<file path="config.mk">
export PLATFORM = sky130hd
export DESIGN_NAME = headstrip_in_demux
export DESIGN_NICKNAME = d
export VERILOG_FILES = /design/src/rtl/headstrip_in_demux.sv
export SDC_FILE = /design/constraint.sdc
export NUM_CORES = 1
export LEC_CHECK = 0
export CAP_MARGIN = 5
export CORE_MARGIN = 2
export CORE_UTILIZATION = 50
export DETAILED_ROUTE_END_ITERATION = 16
export PLACE_DENSITY = 0.83
export SKIP_LAST_GASP = 1
export SYNTH_ARGS = -nofsm -noshare
export SYNTH_HDL_FRONTEND = slang
export SYNTH_SLANG_ARGS = --single-unit
</file>
<file path="constraint.sdc">
create_clock -name clk -period 5 [get_ports clk]
set_clock_uncertainty 0.2 [all_clocks]
set_input_delay 1.25 -clock clk [delete_from_list [all_inputs] [get_ports clk]]
set_output_delay 1.25 -clock clk [all_outputs]
set_load 0.01 [all_outputs]
</file>
<file path="src/rtl/headstrip_in_demux.sv">
// headstrip_in_demux: strips prefix, captures two 16-bit header fields (MSB first) and forwards the payload of sof/eof framed bytes.
//   Ports: clk, rst (sync, active-high); in_data[7:0], in_valid, in_sof, in_eof (byte stream in);
//   out_data[7:0], out_valid, out_sof, out_eof, out_abort (payload out, 1-cycle latency);
//   field_0[15:0], field_1[15:0], hdr_valid, hdr_err (header capture and status pulses).
//   Build option HEADSTRIP_CHECK_EN: compare prefix bytes to PRE_VALUE and drop mismatching frames.
module headstrip_in_demux #(
  parameter int          PRE_BYTES = 2,
  parameter logic [15:0] PRE_VALUE = 16'h0102
) (
  input  logic        clk,
  input  logic        rst,
  input  logic [7:0]  in_data,
  input  logic        in_valid,
  input  logic        in_sof,
  input  logic        in_eof,
  output logic [7:0]  out_data,
  output logic        out_valid,
  output logic        out_sof,
  output logic        out_eof,
  output logic        out_abort,
  output logic [15:0] field_0,
  output logic [15:0] field_1,
  output logic        hdr_valid,
  output logic        hdr_err
);
`ifdef HEADSTRIP_CHECK_EN
  localparam bit CHECK_EN = 1'b1;
`else
  localparam bit CHECK_EN = 1'b0;
`endif
  typedef enum logic [2:0] {IDLE, PREFIX, FIELD, PAYLOAD, DROP} state_t;
  state_t      state_q, state_d, hstate;
  logic [2:0]  cnt_q, cnt_d, idx;
  logic [15:0] f0_q, f0_d, f1_q, f1_d;
  logic [7:0]  data_q, data_d;
  logic        valid_q, valid_d, sof_q, sof_d, eof_q, eof_d;
  logic        abort_q, abort_d, hv_q, hv_d, err_q, err_d;
  logic        last_pre, mismatch;
  always_comb begin
    state_d  = state_q;
    cnt_d    = cnt_q;
    f0_d     = f0_q;
    f1_d     = f1_q;
    data_d   = data_q;
    valid_d  = 1'b0;
    sof_d    = 1'b0;
    eof_d    = 1'b0;
    abort_d  = 1'b0;
    hv_d     = 1'b0;
    err_d    = 1'b0;
    // a sof byte always restarts parsing as header byte 0, whatever the current state
    hstate   = in_sof ? ((PRE_BYTES > 0) ? PREFIX : FIELD) : state_q;
    idx      = in_sof ? 3'd0 : cnt_q;
    last_pre = (int'(idx) == PRE_BYTES - 1);
    mismatch = CHECK_EN && (in_data != (idx[0] ? PRE_VALUE[7:0] : PRE_VALUE[15:8]));
    if (in_valid) begin
      abort_d = in_sof && state_q == PAYLOAD;
      err_d   = in_sof && (state_q == PREFIX || state_q == FIELD);
      if (hstate == PREFIX) begin
        if (mismatch || in_eof) begin
          err_d   = 1'b1;
          state_d = (mismatch && !in_eof) ? DROP : IDLE;
        end else begin
          state_d = last_pre ? FIELD : PREFIX;
          cnt_d   = last_pre ? 3'd0 : idx + 3'd1;
        end
      end else if (hstate == FIELD) begin
        if (idx[1:0] == 2'd0) f0_d[15:8] = in_data;
        if (idx[1:0] == 2'd1) f0_d[7:0]  = in_data;
        if (idx[1:0] == 2'd2) f1_d[15:8] = in_data;
        if (idx[1:0] == 2'd3) f1_d[7:0]  = in_data;
        if (idx == 3'd3) begin
          hv_d    = 1'b1;
          state_d = in_eof ? IDLE : PAYLOAD;
          cnt_d   = 3'd0;
        end else if (in_eof) begin
          err_d   = 1'b1;
          state_d = IDLE;
        end else begin
          state_d = FIELD;
          cnt_d   = idx + 3'd1;
        end
      end else if (hstate == PAYLOAD) begin
        // cnt_q==0 marks the first payload byte; it saturates at 1 afterwards
        data_d  = in_data;
        valid_d = 1'b1;
        sof_d   = cnt_q == 3'd0;
        eof_d   = in_eof;
        cnt_d   = 3'd1;
        state_d = in_eof ? IDLE : PAYLOAD;
      end else if (hstate == DROP && in_eof) begin
        state_d = IDLE;
      end
    end
  end
  always_ff @(posedge clk) begin
    if (rst) begin
      state_q <= IDLE;
      cnt_q   <= '0;
      f0_q    <= '0;
      f1_q    <= '0;
      data_q  <= '0;
      valid_q <= 1'b0;
      sof_q   <= 1'b0;
      eof_q   <= 1'b0;
      abort_q <= 1'b0;
      hv_q    <= 1'b0;
      err_q   <= 1'b0;
    end else begin
      state_q <= state_d;
      cnt_q   <= cnt_d;
      f0_q    <= f0_d;
      f1_q    <= f1_d;
      data_q  <= data_d;
      valid_q <= valid_d;
      sof_q   <= sof_d;
      eof_q   <= eof_d;
      abort_q <= abort_d;
      hv_q    <= hv_d;
      err_q   <= err_d;
    end
  end
  assign out_data  = data_q;
  assign out_valid = valid_q;
  assign out_sof   = sof_q;
  assign out_eof   = eof_q;
  assign out_abort = abort_q;
  assign field_0   = f0_q;
  assign field_1   = f1_q;
  assign hdr_valid = hv_q;
  assign hdr_err   = err_q;
endmodule

</file>
==> results.sh <==
export IMPL_ir_drop_mv=0.209
export IMPL_post_cts_buffers=0
export IMPL_clk_latency_ps=310
export IMPL_die_w_um=69.1
export IMPL_powerDensity_nw_per_um2=253
export IMPL_cp_end_kind="register"
export IMPL_r2r_slack_ps=1960
export IMPL_drt_wl_total_um=4710
export IMPL_cp_max_fo=9
export IMPL_cp_slowest_cell="nor2b_1"
export IMPL_leakagePower_nw=1.22
export IMPL_initial_core_util_pct=52.5
export IMPL_cp_cell_sequence="clkdlybuf4s50_1, or2_2, inv_1, ha_1, nor2b_1, nand4b_1, mux2i_1, nor2_1"
export IMPL_critical_path_buf_inv_count=2
export IMPL_final_common_cell="clkdlybuf4s50_1"
export IMPL_drt_initial_drc_count=150
export IMPL_async_reset_ff_share_pct=0
export IMPL_layout_common_cells="58 x clkdlybuf4s50_1, 51 x dfxtp_1, 36 x nand2_1, 33 x nor2_1, 26 x mux2i_1"
export IMPL_vias_per_cell=5.13
export IMPL_dpl_hpwl_um=3310
export IMPL_worstMarginPinSlew_ps=750
export IMPL_cts_tree="yes"
export IMPL_io_pin_count=59
export IMPL_vias=1715
export IMPL_synth_edf_count=0
export IMPL_maxCapViolations=0
export IMPL_synth_seq_cells=51
export IMPL_grt_pass1_wl_um=7680
export IMPL_numCtsBuffers=5
export IMPL_instances_no_fill=334
export IMPL_finalSetupTns_ps=0
export IMPL_startpoint_type="input pin"
export IMPL_wl_per_cell_um=14.1
export IMPL_drc=0
export IMPL_grt_max_degree=48
export IMPL_h_tree_depth=2
export IMPL_die_area_um2=4770
export IMPL_rsz0062_at_grt="no"
export IMPL_root_buffer="clkbuf_8"
export IMPL_clk_pin_slew_worst_paths_ps=100
export IMPL_grt_pass1_vias=1552
export IMPL_post_route_period_util_pct=85.1
export IMPL_fp_dieH_um=69.1
export IMPL_fp_coreArea_um2=4030
export IMPL_detailedRoute_firstPassIterationCount=4
export IMPL_grt_total_usage_pct=20.0
export IMPL_synth_cells=228
export IMPL_yosysUniqueCellTypes=35
export IMPL_synthesis_area_um2=2120
export IMPL_setup_viol=0
export IMPL_ys_flop_type="dfxtp_1"
export IMPL_cp_arrival_ps=4240
export IMPL_drive_gt1_share_pct=5.63
export IMPL_slowest_delay_ps=650
export IMPL_synth_warnings=0
export IMPL_ctsLongestPathBuffers=2
export IMPL_dp_cells=326
export IMPL_postRouteAntennaNets=0
export IMPL_max_freq_mhz=235
export IMPL_cts_resized=0
export IMPL_status="finished clean"
export IMPL_holdBufCountCts=0
export IMPL_area_delta_synth_final_pct=32.5
export IMPL_final_nets=305
export IMPL_fin_crit_ps=4250
export IMPL_max_slew_margin_pct=49.9
export IMPL_worstPathRequired_ps=4990
export IMPL_syn_area_per_cell_um2=9.29
export IMPL_synth_seq_area_share_pct=48.2
export IMPL_path_delay_family="simple AND/OR/NAND/NOR gates"
export IMPL_hp_class="register to register"
export IMPL_drv_slew=0
export IMPL_place_port_buffers=58
export IMPL_criticalPathCategory="input pin to register"
export IMPL_finalWeightedCongestion=0.894
export IMPL_synth_nets=250
export IMPL_antenna_cells=0
export IMPL_gr_total_overflow=0
export IMPL_cts_sinks=51
export IMPL_final_hold_violation_count=0
export IMPL_num_rows=23
export IMPL_antenna_found_initial=0
kinds of logic (layout without fill, tap and decap cells):
group | Yosys count | after routing | share of synthesized area, %
simple gates | 96 | 96 | 21.6
flops | 51 | 51 | 48.2
compound gates | 28 | 28 | 8.45
mux | 26 | 26 | 12.3
buf+inv | 18 | 74 | 4.14
fa+ha+maj | 9 | 9 | 5.32
cells in the mapped netlist (2+ instances only):
master / instances / area share, %
a21oi_1: 19 / 4.5
and2b_1: 2 / 0.71
and3_1: 4 / 1.2
buf_4: 3 / 1.1
clkbuf_1: 5 / 0.89
dfxtp_1: 51 / 48
ha_1: 9 / 5.3
inv_1: 7 / 1.2
mux2i_1: 26 / 12
nand2_1: 36 / 6.4
nand2b_1: 3 / 0.89
nand3_1: 3 / 0.71
nor2_1: 33 / 5.9
nor2b_1: 3 / 0.89
nor3_1: 2 / 0.47
o21ai_0: 3 / 0.71
flip-flops by register name, summed over array words and instances, names as in the netlist:
| register | flops |
|---|---|
| out_sof | 1 |
| hdr_valid | 1 |
| cnt_q | 3 |
| state_q | 2 |
| hdr_err | 1 |
| field_0 | 16 |
| field_1 | 16 |
| out_valid | 1 |
| out_abort | 1 |
| out_eof | 1 |
| out_data | 8 |
tightest hold or removal path, delay by kind of cell, from the launching register on:
family / cells / cell delay, ps
flip-flops: 1 / 320
AND/OR/NAND/NOR: 1 / 50
AO/OA/AOI/OAI: 1 / 50
power breakdown:
group / leakage, nW / total (mW) / switching (mW) / internal (mW)
logic: 0.758 / 0.0475 / 0.0277 / 0.0199
clock network: 0.0474 / 0.250 / 0.137 / 0.113
registers: 0.411 / 0.412 / 0.00385 / 0.409
total: 1.22 / 0.710 / 0.168 / 0.541
stage by stage:
| stage | hold slack (ps) | utilization [%] | setup slack, ps | area, um2 | total power [mW] |
|---|---|---|---|---|---|
| 2_1_floorplan | 249 | - | 1940 | 2120 | 0.448 |
| 6_report | 257 | 69.6 | 747 | 2810 | 0.710 |
| 4_1_cts | 259 | 69.6 | 748 | 2810 | 0.714 |
| 3_3_place_gp | 242 | 67.2 | 656 | 2710 | 0.468 |
| 5_1_grt | 277 | 69.6 | 537 | 2810 | 0.736 |
| 3_5_place_dp | 247 | 67.2 | 500 | 2710 | 0.468 |
area by class of cell:
class                      count  area, um2
clock buffer                   6       82.6
clock inverter                 2       16.3
fill                         347       1220
tap                           50       62.6
inverter                       7       26.3
timing repair buffer          59        588
multi-input combinational    159       1010
sequential                    51       1020
final timing paths:
kind / from / end / cells past startpoint
hold reg to reg: field_0[4] / field_0[4] / 2
setup reg to reg: state_q[0] / field_1[12] / 7
setup / recovery: in_sof / field_1[12] / 8
hold / removal: field_0[4] / field_0[4] / 2
layer usage:
metal,track usage [%],up-vias,routed length (um)
li1,-,865,-
met1,27.8,789,2260
met4,6.54,0,67
met5,0,-,0
met3,5.12,7,272
met2,30.3,54,2110
Power figures use the tool's default switching activity.
